File: config.mk
export PLATFORM = sky130hd
export DESIGN_NAME = itlb_ptw_flat
export DESIGN_NICKNAME = d
export VERILOG_FILES = /design/src/rtl/itlb_ptw_if.sv /design/src/rtl/itlb_ptw.sv /design/src/flat_wrapper.sv
export SDC_FILE = /design/constraint.sdc
export NUM_CORES = 1
export LEC_CHECK = 0
export BUFFER_PORTS_ARGS = -buffer_cell sky130_fd_sc_hd__buf_4
export CORE_ASPECT_RATIO = 1.25
export CORE_MARGIN = 3
export CORE_UTILIZATION = 48
export CTS_CLUSTER_SIZE = 30
export DETAILED_ROUTE_END_ITERATION = 7
export GPL_ROUTABILITY_DRIVEN = 1
export PLACE_DENSITY_LB_ADDON = 0.3
export SYNTH_ARGS = -nofsm -noshare
export SYNTH_HDL_FRONTEND = slang
export SYNTH_SLANG_ARGS = --single-unit
File: constraint.sdc
create_clock -name clk_i -period 3.3 [get_ports clk_i]
set_input_delay 0.66 -clock clk_i [delete_from_list [all_inputs] [get_ports clk_i]]
set_output_delay 0.66 -clock clk_i [all_outputs]
set_load 0.02 [all_outputs]
File: src/rtl/itlb_ptw_if.sv
// Bundle of every non-clock/reset signal between the Sv32 ITLB page-table
// walker and its environment (ITLB miss path, fetch-side memory read port).
// The "slave" modport is the walker's view; "master" is the environment's view.
interface itlb_ptw_if #(
  parameter int VADDR_WD = 32,
  parameter int PADDR_WD = 34,
  parameter int ASID_WD  = 9,
  parameter int PPN_WD   = 22
);
  // control / configuration
  logic                flush_i;
  logic [PPN_WD-1:0]   satp_ppn_i;

  // ITLB miss request
  logic                req_valid_i;
  logic                req_ready_o;
  logic [VADDR_WD-1:0] req_vaddr_i;
  logic [ASID_WD-1:0]  req_asid_i;

  // PTE read port
  logic                mem_req_valid_o;
  logic                mem_req_ready_i;
  logic [PADDR_WD-1:0] mem_req_addr_o;
  logic                mem_rsp_valid_i;
  logic [31:0]         mem_rsp_data_i;

  // refill / fault result
  logic                refill_valid_o;
  logic [19:0]         refill_vpn_o;
  logic [ASID_WD-1:0]  refill_asid_o;
  logic [31:0]         refill_pte_o;
  logic                refill_super_o;
  logic                page_fault_o;

  // Environment side: drives requests, memory readiness and responses.
  modport master (
    output flush_i, satp_ppn_i,
    output req_valid_i, req_vaddr_i, req_asid_i,
    input  req_ready_o,
    input  mem_req_valid_o, mem_req_addr_o,
    output mem_req_ready_i, mem_rsp_valid_i, mem_rsp_data_i,
    input  refill_valid_o, refill_vpn_o, refill_asid_o, refill_pte_o,
    input  refill_super_o, page_fault_o
  );

  // Walker side.
  modport slave (
    input  flush_i, satp_ppn_i,
    input  req_valid_i, req_vaddr_i, req_asid_i,
    output req_ready_o,
    output mem_req_valid_o, mem_req_addr_o,
    input  mem_req_ready_i, mem_rsp_valid_i, mem_rsp_data_i,
    output refill_valid_o, refill_vpn_o, refill_asid_o, refill_pte_o,
    output refill_super_o, page_fault_o
  );
endinterface

File: src/rtl/itlb_ptw.sv
// Sv32 page-table walker for ITLB misses. One walk in flight: up to two PTE
// reads, Sv32 permission/alignment checks for instruction fetch, then either a
// one-cycle refill pulse or a one-cycle instruction page-fault pulse.
// A flush aborts the walk; an already-accepted PTE read is drained silently.
module itlb_ptw #(
  parameter int VADDR_WD = 32,
  parameter int PADDR_WD = 34,
  parameter int ASID_WD  = 9,
  parameter int PPN_WD   = 22
) (
  input  logic          clk_i,
  input  logic          rst_i,
  itlb_ptw_if.slave     bus
);

  typedef enum logic [2:0] {
    S_IDLE    = 3'd0,
    S_L1_REQ  = 3'd1,
    S_L1_WAIT = 3'd2,
    S_L0_REQ  = 3'd3,
    S_L0_WAIT = 3'd4,
    S_DONE    = 3'd5,
    S_FAULT   = 3'd6,
    S_DRAIN   = 3'd7
  } state_t;

  state_t              r_state;
  state_t              w_state_next;

  // Latched request context. The root PPN is folded into the level-1 address
  // at accept time, so it needs no register of its own.
  logic [19:0]         r_vpn;
  logic [ASID_WD-1:0]  r_asid;
  logic [PADDR_WD-1:0] r_mem_addr;

  logic [19:0]         r_refill_vpn;
  logic [ASID_WD-1:0]  r_refill_asid;
  logic [31:0]         r_refill_pte;
  logic                r_refill_super;

  // PTE address computation: {PPN,12'b0} + {vpn_i,2'b00}
  logic [PADDR_WD-1:0] w_l1_addr;
  logic [PADDR_WD-1:0] w_l0_addr;

  assign w_l1_addr = {bus.satp_ppn_i, 12'b0}
                   + {{(PADDR_WD-12){1'b0}}, bus.req_vaddr_i[VADDR_WD-1 -: 10], 2'b00};
  assign w_l0_addr = {bus.mem_rsp_data_i[31:10], 12'b0}
                   + {{(PADDR_WD-12){1'b0}}, r_vpn[9:0], 2'b00};

  // PTE decode of the incoming response
  logic w_pte_v, w_pte_r, w_pte_w, w_pte_x, w_pte_a;
  logic w_pte_bad, w_pte_leaf, w_l1_fault, w_l0_fault;

  assign w_pte_v    = bus.mem_rsp_data_i[0];
  assign w_pte_r    = bus.mem_rsp_data_i[1];
  assign w_pte_w    = bus.mem_rsp_data_i[2];
  assign w_pte_x    = bus.mem_rsp_data_i[3];
  assign w_pte_a    = bus.mem_rsp_data_i[6];
  // Invalid, or the reserved W-without-R encoding
  assign w_pte_bad  = !w_pte_v || (!w_pte_r && w_pte_w);
  assign w_pte_leaf = w_pte_r || w_pte_x;
  // Megapage leaf must be executable, accessed and 4 MiB aligned (PPN0 == 0)
  assign w_l1_fault = w_pte_bad ||
                      (w_pte_leaf && (!w_pte_x || !w_pte_a ||
                                      (bus.mem_rsp_data_i[19:10] != 10'd0)));
  // Level 0 must hold an executable, accessed leaf; a pointer here is a fault
  assign w_l0_fault = w_pte_bad || !w_pte_leaf || !w_pte_x || !w_pte_a;

  // State register
  always_ff @(posedge clk_i) begin
    if (rst_i) begin
      r_state <= S_IDLE;
    end else begin
      r_state <= w_state_next;
    end
  end

  // Next-state logic: walk sequencing, flush abort and drain of accepted reads
  always_comb begin
    w_state_next = r_state;
    case (r_state)
      S_IDLE: begin
        if (bus.req_valid_i) w_state_next = S_L1_REQ;
      end
      S_L1_REQ: begin
        if (bus.flush_i)              w_state_next = bus.mem_req_ready_i ? S_DRAIN : S_IDLE;
        else if (bus.mem_req_ready_i) w_state_next = S_L1_WAIT;
      end
      S_L1_WAIT: begin
        if (bus.flush_i) begin
          w_state_next = bus.mem_rsp_valid_i ? S_IDLE : S_DRAIN;
        end else if (bus.mem_rsp_valid_i) begin
          if (w_l1_fault)      w_state_next = S_FAULT;
          else if (w_pte_leaf) w_state_next = S_DONE;
          else                 w_state_next = S_L0_REQ;
        end
      end
      S_L0_REQ: begin
        if (bus.flush_i)              w_state_next = bus.mem_req_ready_i ? S_DRAIN : S_IDLE;
        else if (bus.mem_req_ready_i) w_state_next = S_L0_WAIT;
      end
      S_L0_WAIT: begin
        if (bus.flush_i) begin
          w_state_next = bus.mem_rsp_valid_i ? S_IDLE : S_DRAIN;
        end else if (bus.mem_rsp_valid_i) begin
          w_state_next = w_l0_fault ? S_FAULT : S_DONE;
        end
      end
      S_DONE:  w_state_next = S_IDLE;
      S_FAULT: w_state_next = S_IDLE;
      S_DRAIN: begin
        if (bus.mem_rsp_valid_i) w_state_next = S_IDLE;
      end
      default: w_state_next = S_IDLE;
    endcase
  end

  // Output logic: handshakes and pulses decoded straight from the state
  always_comb begin
    bus.req_ready_o     = 1'b0;
    bus.mem_req_valid_o = 1'b0;
    bus.refill_valid_o  = 1'b0;
    bus.page_fault_o    = 1'b0;
    case (r_state)
      S_IDLE:   bus.req_ready_o     = 1'b1;
      S_L1_REQ: bus.mem_req_valid_o = 1'b1;
      S_L0_REQ: bus.mem_req_valid_o = 1'b1;
      S_DONE:   bus.refill_valid_o  = 1'b1;
      S_FAULT:  bus.page_fault_o    = 1'b1;
      default:  ;
    endcase
  end

  // Request context and PTE address; address only changes between requests,
  // so it stays stable while the memory port back-pressures
  always_ff @(posedge clk_i) begin
    if (rst_i) begin
      r_vpn      <= '0;
      r_asid     <= '0;
      r_mem_addr <= '0;
    end else if (r_state == S_IDLE && bus.req_valid_i) begin
      r_vpn      <= bus.req_vaddr_i[VADDR_WD-1 -: 20];
      r_asid     <= bus.req_asid_i;
      r_mem_addr <= w_l1_addr;
    end else if (r_state == S_L1_WAIT && w_state_next == S_L0_REQ) begin
      r_mem_addr <= w_l0_addr;
    end
  end

  // Refill fields: captured with the leaf PTE, held until the next refill
  always_ff @(posedge clk_i) begin
    if (rst_i) begin
      r_refill_vpn   <= '0;
      r_refill_asid  <= '0;
      r_refill_pte   <= '0;
      r_refill_super <= 1'b0;
    end else if (w_state_next == S_DONE && r_state != S_DONE) begin
      r_refill_vpn   <= r_vpn;
      r_refill_asid  <= r_asid;
      r_refill_pte   <= bus.mem_rsp_data_i;
      r_refill_super <= (r_state == S_L1_WAIT);
    end
  end

  assign bus.mem_req_addr_o = r_mem_addr;
  assign bus.refill_vpn_o   = r_refill_vpn;
  assign bus.refill_asid_o  = r_refill_asid;
  assign bus.refill_pte_o   = r_refill_pte;
  assign bus.refill_super_o = r_refill_super;

endmodule

File: src/flat_wrapper.sv
// flat-port wrapper written by rule: the top's interface ports become plain ports
module itlb_ptw_flat 
#(
  parameter int VADDR_WD = 32,
  parameter int PADDR_WD = 34,
  parameter int ASID_WD  = 9,
  parameter int PPN_WD   = 22
)
  (clk_i, rst_i, bus_flush_i, bus_satp_ppn_i, bus_req_valid_i, bus_req_vaddr_i, bus_req_asid_i, bus_req_ready_o, bus_mem_req_valid_o, bus_mem_req_addr_o, bus_mem_req_ready_i, bus_mem_rsp_valid_i, bus_mem_rsp_data_i, bus_refill_valid_o, bus_refill_vpn_o, bus_refill_asid_o, bus_refill_pte_o, bus_refill_super_o, bus_page_fault_o);
  itlb_ptw_if #(.VADDR_WD(VADDR_WD), .PADDR_WD(PADDR_WD), .ASID_WD(ASID_WD), .PPN_WD(PPN_WD)) bus_i ();
  input  logic clk_i;
  input  logic rst_i;
  input wire logic [$bits(bus_i.flush_i)-1:0] bus_flush_i;
  input wire logic [$bits(bus_i.satp_ppn_i)-1:0] bus_satp_ppn_i;
  input wire logic [$bits(bus_i.req_valid_i)-1:0] bus_req_valid_i;
  input wire logic [$bits(bus_i.req_vaddr_i)-1:0] bus_req_vaddr_i;
  input wire logic [$bits(bus_i.req_asid_i)-1:0] bus_req_asid_i;
  output wire logic [$bits(bus_i.req_ready_o)-1:0] bus_req_ready_o;
  output wire logic [$bits(bus_i.mem_req_valid_o)-1:0] bus_mem_req_valid_o;
  output wire logic [$bits(bus_i.mem_req_addr_o)-1:0] bus_mem_req_addr_o;
  input wire logic [$bits(bus_i.mem_req_ready_i)-1:0] bus_mem_req_ready_i;
  input wire logic [$bits(bus_i.mem_rsp_valid_i)-1:0] bus_mem_rsp_valid_i;
  input wire logic [$bits(bus_i.mem_rsp_data_i)-1:0] bus_mem_rsp_data_i;
  output wire logic [$bits(bus_i.refill_valid_o)-1:0] bus_refill_valid_o;
  output wire logic [$bits(bus_i.refill_vpn_o)-1:0] bus_refill_vpn_o;
  output wire logic [$bits(bus_i.refill_asid_o)-1:0] bus_refill_asid_o;
  output wire logic [$bits(bus_i.refill_pte_o)-1:0] bus_refill_pte_o;
  output wire logic [$bits(bus_i.refill_super_o)-1:0] bus_refill_super_o;
  output wire logic [$bits(bus_i.page_fault_o)-1:0] bus_page_fault_o;
  assign bus_i.flush_i = bus_flush_i;
  assign bus_i.satp_ppn_i = bus_satp_ppn_i;
  assign bus_i.req_valid_i = bus_req_valid_i;
  assign bus_i.req_vaddr_i = bus_req_vaddr_i;
  assign bus_i.req_asid_i = bus_req_asid_i;
  assign bus_req_ready_o = bus_i.req_ready_o;
  assign bus_mem_req_valid_o = bus_i.mem_req_valid_o;
  assign bus_mem_req_addr_o = bus_i.mem_req_addr_o;
  assign bus_i.mem_req_ready_i = bus_mem_req_ready_i;
  assign bus_i.mem_rsp_valid_i = bus_mem_rsp_valid_i;
  assign bus_i.mem_rsp_data_i = bus_mem_rsp_data_i;
  assign bus_refill_valid_o = bus_i.refill_valid_o;
  assign bus_refill_vpn_o = bus_i.refill_vpn_o;
  assign bus_refill_asid_o = bus_i.refill_asid_o;
  assign bus_refill_pte_o = bus_i.refill_pte_o;
  assign bus_refill_super_o = bus_i.refill_super_o;
  assign bus_page_fault_o = bus_i.page_fault_o;
  itlb_ptw #(.VADDR_WD(VADDR_WD), .PADDR_WD(PADDR_WD), .ASID_WD(ASID_WD), .PPN_WD(PPN_WD)) u_core (.clk_i(clk_i), .rst_i(rst_i), .bus(bus_i));
endmodule
==> impl_metrics.env, run 1 <==
export IMPL_cts_tree="done"
export IMPL_hold_violations=0
export IMPL_drv_cap=0
export IMPL_cts_htree_levels=4
export IMPL_ff2ff_path_depth=6
export IMPL_final_cell_area_um2=6873
export IMPL_overflow=0
export IMPL_clock_path_buffers=2
export IMPL_finalNetCount=892
export IMPL_synthCells=628
export IMPL_drc=0
export IMPL_synth_top_area_cell="dfxtp_1"
export IMPL_relSlewSlack_pct=45.07
export IMPL_status="complete, no violations"
export IMPL_min_path_cells=2
export IMPL_grt_first_pass_wirelength_um=22980
export IMPL_grt_max_degree=54
export IMPL_synth_top_area_share_pct=51.72
export IMPL_intPower_mw=3.123
export IMPL_fin_crit_sh_pct=75.66
export IMPL_dr_pass1_iters=5
export IMPL_die_y_um=118.7
export IMPL_dpl_hpwl_um=9727
export IMPL_die_w_um=96.16
export IMPL_drtIter0Drc=335
export IMPL_power_switching_mw=1.150
export IMPL_antenna_cells=0
export IMPL_crit_arrival_ns=2.83
export IMPL_antenna_found_initial=0
export IMPL_port_buffers=186
export IMPL_min_period_ns=2.497
export IMPL_worst_slack_ns=0.8031
export IMPL_gp_congestion=0.8309
export IMPL_dieArea_um2=11410
export IMPL_finalPower_mw=4.273
export IMPL_ant_nets=0
export IMPL_rsz0062_at_grt="false"
export IMPL_pwr_share_seq_pct=40.0
export IMPL_cts_buffers=17
export IMPL_combPwrFrac_pct=15.5
export IMPL_setup_tns_ns=0
export IMPL_synthDistinctLibCells=37
export IMPL_dr_total_vias=4948
export IMPL_clk_latency_ns=0.41
export IMPL_pre_cts_ws_ns=0.4495
export IMPL_ir_worst_vdd_uv=371.1
export IMPL_critPathLaunchType="flop"
export IMPL_worstPathRequired_ns=3.63
export IMPL_via_per_inst=5.320
export IMPL_grt_pass1_vias=4803
export IMPL_maxSlewViolCount=0
export IMPL_num_io_pins=201
export IMPL_power_leakage_nw=2.810
export IMPL_swShare_pct=26.91
export IMPL_ff_latch_area_um2=2522
export IMPL_avgSynthCellArea_um2=7.766
export IMPL_post_drt_wl_per_cell_um=15.43
export IMPL_hold_path_class="flop to flop"
export IMPL_clock_skew_ns=0.006257
export IMPL_post_cts_resized=0
export IMPL_synth_ff_latch_count=126
export IMPL_crit_fanout=39
export IMPL_p_per_area_nw_per_um2=621.7
export IMPL_clock_sinks=126
export IMPL_synthesis_area_um2=4877
export IMPL_ys_seq_area_share_pct=51.72
export IMPL_endpoint_kind="flop"
export IMPL_yosysWarnings=0
export IMPL_synth_area_leaders="dfxtp_1 (52%), nand2_1 (18%), a21oi_1 (11%)"
export IMPL_n_fill_cell=792
export IMPL_track_usage_pct=25.52
export IMPL_worstSetupPathType="flop to flop"
export IMPL_place_area_um2=6265
export IMPL_clock_root_buffer="clkbuf_16"
export IMPL_clk_pin_slew_worst_paths_ns=0.05
export IMPL_syn2layout_area_growth_pct=40.92
export IMPL_setup_viol=0
export IMPL_fmax_mhz=400.5
export IMPL_drive_above_1_share_pct=29.10
export IMPL_rows=40
export IMPL_cts_setup_buffers=0
export IMPL_ctsHoldBuffers=0
export IMPL_tightest_slew_ns=0.8240
export IMPL_coreArea_um2=9759
export IMPL_routed_wl_um=14350
export IMPL_p_clk_share_pct=44.5
export IMPL_initial_core_util_pct=49.97
export IMPL_multi_input_area_um2=2097
worst max-delay path, stage by stage (launching register included):
cell	delay, ns
dfxtp_1	0.53
or3b_2	0.50
or4_4	0.52
a21oi_4	0.16
buf_4	0.41
a2111oi_0	0.13
a21oi_1	0.15
cell type report:
type | count | area share, %
Clock buffer | 19 | 6.445
Clock inverter | 13 | 2.403
Inverter | 1 | 0.05461
Multi-Input combinational cell | 449 | 30.51
Sequential cell | 126 | 36.70
Tap cell | 126 | 2.294
Timing Repair Buffer | 196 | 21.59
per-stage QoR:
| step | utilization [%] | hold WS [ns] | instances |
|---|---|---|---|
| floorplan | - | 0.4321 | 629 |
| global placement | 64.19 | 0.4353 | 898 |
| detailed placement | 64.19 | 0.4437 | 898 |
| CTS | 70.42 | 0.4513 | 930 |
| global route | 70.42 | 0.4712 | 930 |
| finish | 70.42 | 0.4484 | 930 |
metal layers:
layer	wire length, um	track usage (%)	part of all wire [%]	up-vias
met5	0	0	0	-
met4	346	11.21	2.4	0
met3	1221	7.257	8.5	28
met2	7125	41.64	50	211
met1	5652	30.63	39	2298
li1	-	-	-	2411
layout by cell type (no fill, tap or decap), types with 2 or more instances in the layout:
cell type	count
or4_1	2
xnor2_1	2
a311oi_1	22
nor3_1	2
nor2_1	42
nand2_1	235
nor2b_1	4
clkinvlp_4	4
conb_1	2
nand3_1	2
clkinv_4	3
clkbuf_16	17
buf_4	195
o21ai_0	2
and2_1	2
dfxtp_1	126
clkinv_2	2
bufinv_16	3
a211oi_1	10
a21oi_1	104
state kept, by name, indices dropped and copies added, names as in the netlist:
signal	flops
u_core.r_vpn	20
u_core.bus.refill_asid_o	9
u_core.r_asid	9
u_core.bus.mem_req_addr_o	32
u_core.bus.refill_vpn_o	20
u_core.bus.refill_super_o	1
u_core.r_state	3
u_core.bus.refill_pte_o	32
Yosys cell counts, drive strengths merged:
cell type and number:
nand2 236, and2 2, a21oi 105, or4 3
nor4b 1, nand3 2, a211oi 10, nor2 42
nor3b 1, o221a 1, or4b 1, a221oi 1
dfxtp 126, a311oi 22, nand2b 1, nor3 2
a31oi 1, nor2b 4, clkbuf 41, conb 1
a21o 1, nor4 1, xnor2 2, buf 12
and3 1, or3b 1, mux2 1, a2111oi 1
inv 1, o21ai 2, o2111ai 1, nor4bb 1
cell families after synthesis:
kind of cell	count (synthesis)	share of synthesized area (%)
AOI/OAI and AO/OA	145	17.75
xor gates and xnor gates	2	0.3592
buffers and inverters	54	5.439
DFF	126	51.72
muxes	1	0.2309
other	1	0.07689
and+or+nand+nor	299	24.42
power groups by stage:
stage | clock network, mW | registers [mW] | logic (mW)
finish | 1.90 | 1.71 | 0.662
global route | 2.00 | 1.72 | 0.722
CTS | 1.92 | 1.71 | 0.662
detailed placement | 0 | 1.74 | 0.657
global placement | 0 | 1.73 | 0.641
floorplan | 0 | 1.80 | 0.304
worst paths after layout:
| kind | from | to | slack, ns |
|---|---|---|---|
| min reg2reg | u_core.r_vpn[12] | u_core.bus.refill_vpn_o[12] | 0.45 |
| max reg2reg | u_core.r_state[1] | u_core.r_state[0] | 0.80 |
| max | u_core.r_state[1] | u_core.r_state[0] | 0.80 |
| min | u_core.r_vpn[12] | u_core.bus.refill_vpn_o[12] | 0.45 |
Note: power is estimated with default switching activity, not from simulation.
==> run 2: changes to the inputs <==
ABC_AREA = 1   (was unset)
CORE_UTILIZATION = 49   (was 48)
clock period = 2.5 ns   (was 3.3 ns; I/O delays follow)
==> run 2 against run 1 <==
Against the previous run: sequential share of layout area down 1.1 points; die area increased by 2.6%; clock power up 19%; power increased by 33%; wire length rose by 0.16%; sequential power rose by 33%; synthesized cell count is 11% higher; global-route usage decreased by 1.2 points; largest cell class unchanged; combinational power increased by 72%; first-iteration DRC count shrank 24%; critical endpoint is now u_core.bus.refill_pte_o[8].
==> impl_metrics.env, run 2 <==
export IMPL_cts_tree="done"
export IMPL_synthCells=697
export IMPL_crit_arrival_ns=2.35
export IMPL_synthesis_area_um2=5114
export IMPL_synth_edf_count=0
export IMPL_synth_flop_cell="dfxtp_1"
export IMPL_cts_buffers=17
export IMPL_n_fill_cell=836
export IMPL_grt_busiest_layer="met2"
export IMPL_grt_pass1_vias=4886
export IMPL_min_period_ns=2.018
export IMPL_rsz0062_at_grt="false"
export IMPL_die_y_um=120.2
export IMPL_synth_top_area_cell="dfxtp_1"
export IMPL_clock_root_buffer="clkbuf_16"
export IMPL_track_usage_pct=24.35
export IMPL_overflow=0
export IMPL_clock_path_buffers=2
export IMPL_dr_total_vias=5141
export IMPL_dieArea_um2=11710
export IMPL_coreArea_um2=10160
export IMPL_grt_util_met3_pct=7.848
export IMPL_drtIter0Drc=253
export IMPL_grt_max_degree=67
export IMPL_cts_htree_levels=4
export IMPL_final_cell_mix="buf_4 (195), nand2_1 (175), nor2_1 (134), dfxtp_1 (126), a21oi_1 (55)"
export IMPL_final_common_cell="buf_4"
export IMPL_antenna_cells=0
export IMPL_clock_skew_ns=0.007622
export IMPL_crit_fanout=29
export IMPL_synth_area_leaders="dfxtp_1 (49%), nand2_1 (13%), nor2_1 (9.8%)"
export IMPL_synth_ff_latch_count=126
export IMPL_ctsHoldBuffers=0
export IMPL_fmax_mhz=495.7
export IMPL_grt_util_met1_pct=28.08
export IMPL_setup_tns_ns=0
export IMPL_yosysWarnings=0
export IMPL_synth_top_cells_by_count="nand2_1 (176), nor2_1 (134), dfxtp_1 (126), a21oi_1 (55), o21ai_0 (49)"
export IMPL_endpoint_kind="flop"
export IMPL_critPathLaunchType="flop"
export IMPL_synthDistinctLibCells=31
export IMPL_ir_worst_vdd_uv=542.5
export IMPL_post_drt_wl_per_cell_um=14.23
export IMPL_antenna_found_initial=0
export IMPL_die_w_um=97.37
export IMPL_avgSynthCellArea_um2=7.337
export IMPL_r2r_start="u_core.r_state[0]"
export IMPL_worst_slack_ns=0.4825
export IMPL_drc=0
export IMPL_gp_congestion=0.8557
export IMPL_drive_above_1_share_pct=30.42
export IMPL_ys_seq_area_share_pct=49.33
export IMPL_relSlewSlack_pct=51.11
export IMPL_maxSlewViolCount=0
export IMPL_ant_nets=0
export IMPL_power_leakage_nw=3.259
export IMPL_via_per_inst=5.090
export IMPL_setup_viol=0
export IMPL_clock_sinks=126
export IMPL_synth_top_area_share_pct=49.33
export IMPL_async_flop_share_pct=0
export IMPL_worstSetupPathType="flop to flop"
export IMPL_min_from="bus_mem_rsp_data_i[27]"
export IMPL_status="complete, no violations"
export IMPL_worstPathRequired_ns=2.84
export IMPL_finalNetCount=969
export IMPL_clk_latency_ns=0.41
export IMPL_yosysMostFrequentCell="nand2_1"
export IMPL_drv_cap=0
export IMPL_port_buffers=186
export IMPL_startpoint="u_core.r_state[0]"
export IMPL_dr_pass1_iters=7
export IMPL_hold_path_class="input port to flop"
export IMPL_post_cts_resized=0
export IMPL_rows=41
export IMPL_syn2layout_area_growth_pct=38.66
export IMPL_hold_violations=0
export IMPL_p_per_area_nw_per_um2=801.2
export IMPL_tightest_slew_ns=0.7334
export IMPL_dpl_hpwl_um=9820
export IMPL_pre_cts_ws_ns=0.1634
export IMPL_initial_core_util_pct=50.34
export IMPL_routed_wl_um=14370
export IMPL_grt_first_pass_wirelength_um=23050
export IMPL_cts_setup_buffers=0
export IMPL_use_met2_pct=41.81
export IMPL_clk_pin_slew_worst_paths_ns=0.06
export IMPL_fin_crit_sh_pct=80.70
export IMPL_num_io_pins=201
-- run 2: changes by cell type in the layout (fill, tap and decap cells not counted), sizes merged, moves of 4 or more --
| cell | before | now |
|---|---|---|
| a211oi | 10 | 0 |
| a21oi | 105 | 66 |
| a311oi | 22 | 0 |
| inv | 2 | 17 |
| nand2 | 236 | 191 |
| nand3 | 2 | 41 |
| nor2 | 42 | 137 |
| nor2b | 4 | 0 |
| o21ai | 2 | 62 |
-- run 2: per-layer routing --
layer	part of all wire, %	wire [um]
met5	0	0
met4	1.3	186
met3	8.3	1190
met2	51	7385
met1	39	5607
-- run 2: worst paths after layout --
kind                                      end  cells past startpoint  slack, ns
setup / recovery   u_core.bus.refill_pte_o[8]                     11       0.48
hold / removal    u_core.bus.refill_pte_o[27]                      3       0.35
hold reg to reg              u_core.r_asid[6]                      2       0.46
setup reg to reg   u_core.bus.refill_pte_o[8]                     11       0.48
-- run 2: cell type report --
type	instances	area, um2	share of cell area (%)
sequential	126	2522	35.57
multi-input combinational	508	2272	32.05
timing repair buffer	198	1524	21.49
clock buffer	22	454.2	6.406
tap	129	161.4	2.276
clock inverter	10	90.09	1.271
inverter	17	66.31	0.9352
-- run 2: power breakdown --
| group | internal [mW] | switching (mW) | leakage, nW |
|---|---|---|---|
| registers | 2.18 | 0.0952 | 1.03 |
| logic | 0.459 | 0.686 | 1.97 |
| clock network | 1.39 | 0.877 | 0.260 |
| total | 4.02 | 1.66 | 3.26 |
-- run 2: stage by stage --
stage	utilization (%)	instances	instance area, um2	power [mW]	hold slack, ns
global route	69.81	1010	7091	5.921	0.3542
detailed placement	64.45	978	6546	3.456	0.4540
global placement	64.45	978	6546	3.432	0.4488
floorplan	-	698	5117	3.013	0.4413
finish	69.81	1010	7091	5.681	0.3484
CTS	69.81	1010	7091	5.708	0.3397
-- run 2: critical path: stages, from the launching register on --
cell,delay [ns]
dfxtp_1,0.44
nand2_1,0.10
inv_2,0.11
nand3_1,0.07
and3_1,0.21
and2_4,0.17
nor2_4,0.09
nand2_4,0.13
inv_4,0.09
buf_4,0.30
nor2_1,0.09
nor2_1,0.12
-- run 2: logic make-up after synthesis --
logic type,after synthesis,share of synthesized area [%]
AND/OR/NAND/NOR,376,30.41
XOR/XNOR,1,0.1713
other,1,0.07333
AO/OA/AOI/OAI,129,13.56
buffers and inverters,64,6.460
flip-flops,126,49.33
==> run 3: changes to the inputs <==
ABC_AREA = 0   (was 1)
CORE_UTILIZATION = 48   (was 49)
clock period = 1.95 ns   (was 2.5 ns; I/O delays follow)
==> run 3 against run 2 <==
Against the previous run: the run now ends with negative setup slack left; cell area grew 2.2%; combinational power grew 5%; power grew 28%; via count shrank 0.68%; critical path depth shrank 4; count of clock-buffer cells in the layout grew 2; wire length grew 6.4%; first-iteration DRC count grew 26%; die area shrank 2.5%.
==> impl_metrics.env, run 3 (synthesis results as in run 1) <==
export IMPL_status="finished, violations left"
export IMPL_violations="negative setup slack"
export IMPL_ant_nets=0
export IMPL_clock_path_buffers=2
export IMPL_rows=40
export IMPL_min_period_ns=2.050
export IMPL_track_usage_pct=25.84
export IMPL_num_io_pins=201
export IMPL_finalPower_mw=7.251
export IMPL_antenna_cells=0
export IMPL_dr_total_vias=5106
export IMPL_critical_path_slowest_cell="or4_4"
export IMPL_syn2layout_area_growth_pct=48.64
export IMPL_via_per_inst=5.319
export IMPL_fmax_mhz=487.7
export IMPL_final_cell_mix="nand2_1 (235), buf_4 (217), dfxtp_1 (125), a21oi_1 (97), nor2_1 (42)"
export IMPL_power_leakage_nw=3.017
export IMPL_dieArea_um2=11410
export IMPL_holdWs_ns=0.2319
export IMPL_final_cell_area_um2=7249
export IMPL_clock_root_buffer="clkbuf_16"
export IMPL_cts_htree_levels=4
export IMPL_grt_max_degree=68
export IMPL_antenna_found_initial=0
export IMPL_worstPathRequired_ns=2.29
export IMPL_place_area_um2=6526
export IMPL_drv_cap=0
export IMPL_port_buffers=186
export IMPL_grt_first_pass_wirelength_um=22980
export IMPL_crit_fanout=10
export IMPL_cts_tree="done"
export IMPL_critPathLaunchType="flop"
export IMPL_post_drt_wl_per_cell_um=15.93
export IMPL_die_y_um=118.7
export IMPL_clk_latency_ns=0.41
export IMPL_cts_buffers=17
export IMPL_setup_viol=50
export IMPL_rsz0062_at_grt="true"
export IMPL_clock_sinks=126
export IMPL_final_common_cell="nand2_1"
export IMPL_grt_pass1_vias=4849
export IMPL_worst_slack_ns=-0.1005
export IMPL_ir_worst_vdd_uv=699.0
export IMPL_maxSlewViolCount=0
export IMPL_fin_crit_sh_pct=105.2
export IMPL_p_per_area_nw_per_um2=1000
export IMPL_drc=0
export IMPL_dpl_hpwl_um=10240
export IMPL_max_stage_delay_ns=0.51
export IMPL_crit_arrival_ns=2.39
export IMPL_clock_skew_ns=0.003574
export IMPL_dr_pass1_iters=5
export IMPL_initial_core_util_pct=49.97
export IMPL_worstSetupPathType="flop to flop"
export IMPL_overflow=0
export IMPL_drive_above_1_share_pct=32.61
export IMPL_hold_path_class="input port to flop"
export IMPL_ctsHoldBuffers=0
export IMPL_endpoint_kind="flop"
export IMPL_hold_violations=0
export IMPL_routed_wl_um=15290
export IMPL_crit_chain="or3b_4 -> or4_4 -> a21oi_4 -> buf_6 -> buf_12 -> nand2_1 -> a21oi_2"
export IMPL_clk_pin_slew_worst_paths_ns=0.05
export IMPL_coreArea_um2=9759
export IMPL_gp_congestion=0.8575
export IMPL_finalNetCount=923
export IMPL_drtIter0Drc=319
export IMPL_die_w_um=96.16
## run 3: changes by cell type in the layout (fill, tap and decap cells not counted), moves of 7 or more
| cell | delta |
|---|---|
| a21oi_1 | +42 |
| a311oi_1 | +22 |
| buf_4 | +22 |
| o21ai_0 | -47 |
| nor2_1 | -92 |
| a211oi_1 | +10 |
| nand2_2 | -11 |
| inv_1 | -7 |
| inv_2 | -7 |
| nand3_1 | -37 |
| nand2_1 | +60 |
| o21ai_1 | -12 |
## run 3: path summary, 6_finish.rpt
check                           endpoint  slack (ns)                         from  depth (start not counted)
min                      u_core.r_vpn[1]        0.23          bus_req_vaddr_i[13]                          3
max          u_core.bus.refill_pte_o[23]       -0.10            u_core.r_state[2]                          7
max reg2reg  u_core.bus.refill_pte_o[23]       -0.10            u_core.r_state[2]                          7
min reg2reg  u_core.bus.refill_vpn_o[11]        0.45  u_core.bus.refill_vpn_o[11]                          2
## run 3: layout make-up
cell class | instances | area (um2)
timing repair buffer | 227 | 1831
clock buffer | 24 | 481.7
fill | 738 | 2510
tap | 126 | 157.7
clock inverter | 7 | 110.1
multi-input combinational | 449 | 2142
inverter | 1 | 3.754
sequential | 126 | 2524
## run 3: through the flow
stage               worst slack [ns]  utilization (%)  instances  setup TNS [ns]
finish                       -0.1005            74.28        960          -2.115
global placement             -0.3668            66.87        923          -22.77
global route                 -0.1438            74.28        960          -6.062
detailed placement           -0.4127            66.87        923          -23.05
floorplan                    -0.2486                -        629          -13.72
CTS                         -0.08076            73.40        957          -1.936
## run 3: critical path, delay by kind of cell (launching register included)
kind	cells	cell delay [ns]
buffers and inverters	2	0.29
AOI/OAI and AO/OA	2	0.35
DFF	1	0.32
and+or+nand+nor	3	1.01
## run 3: where the power goes
group	switching (mW)	total [mW]	internal, mW	leakage [nW]
logic	0.686	1.20	0.516	1.70
registers	0.117	2.89	2.77	1.03
clock network	1.07	3.16	2.10	0.294
## run 3: repair_timing
| action | 4_1_cts | 5_1_grt |
|---|---|---|
| buffers inserted | 2 | 2 |
| pin swaps | 1 | 2 |
| gates cloned | 1 | 2 |
| gates resized for setup | 2 | 13 |
| setup endpoints to repair | 63 | 66 |
## run 3: per-layer routing
layer,wire length (um),track usage [%],up-vias
met1,6021,30.52,2388
met3,1310,7.575,28
met5,0,0,-
met4,333,11.21,0
li1,-,-,2478
met2,7628,42.59,212
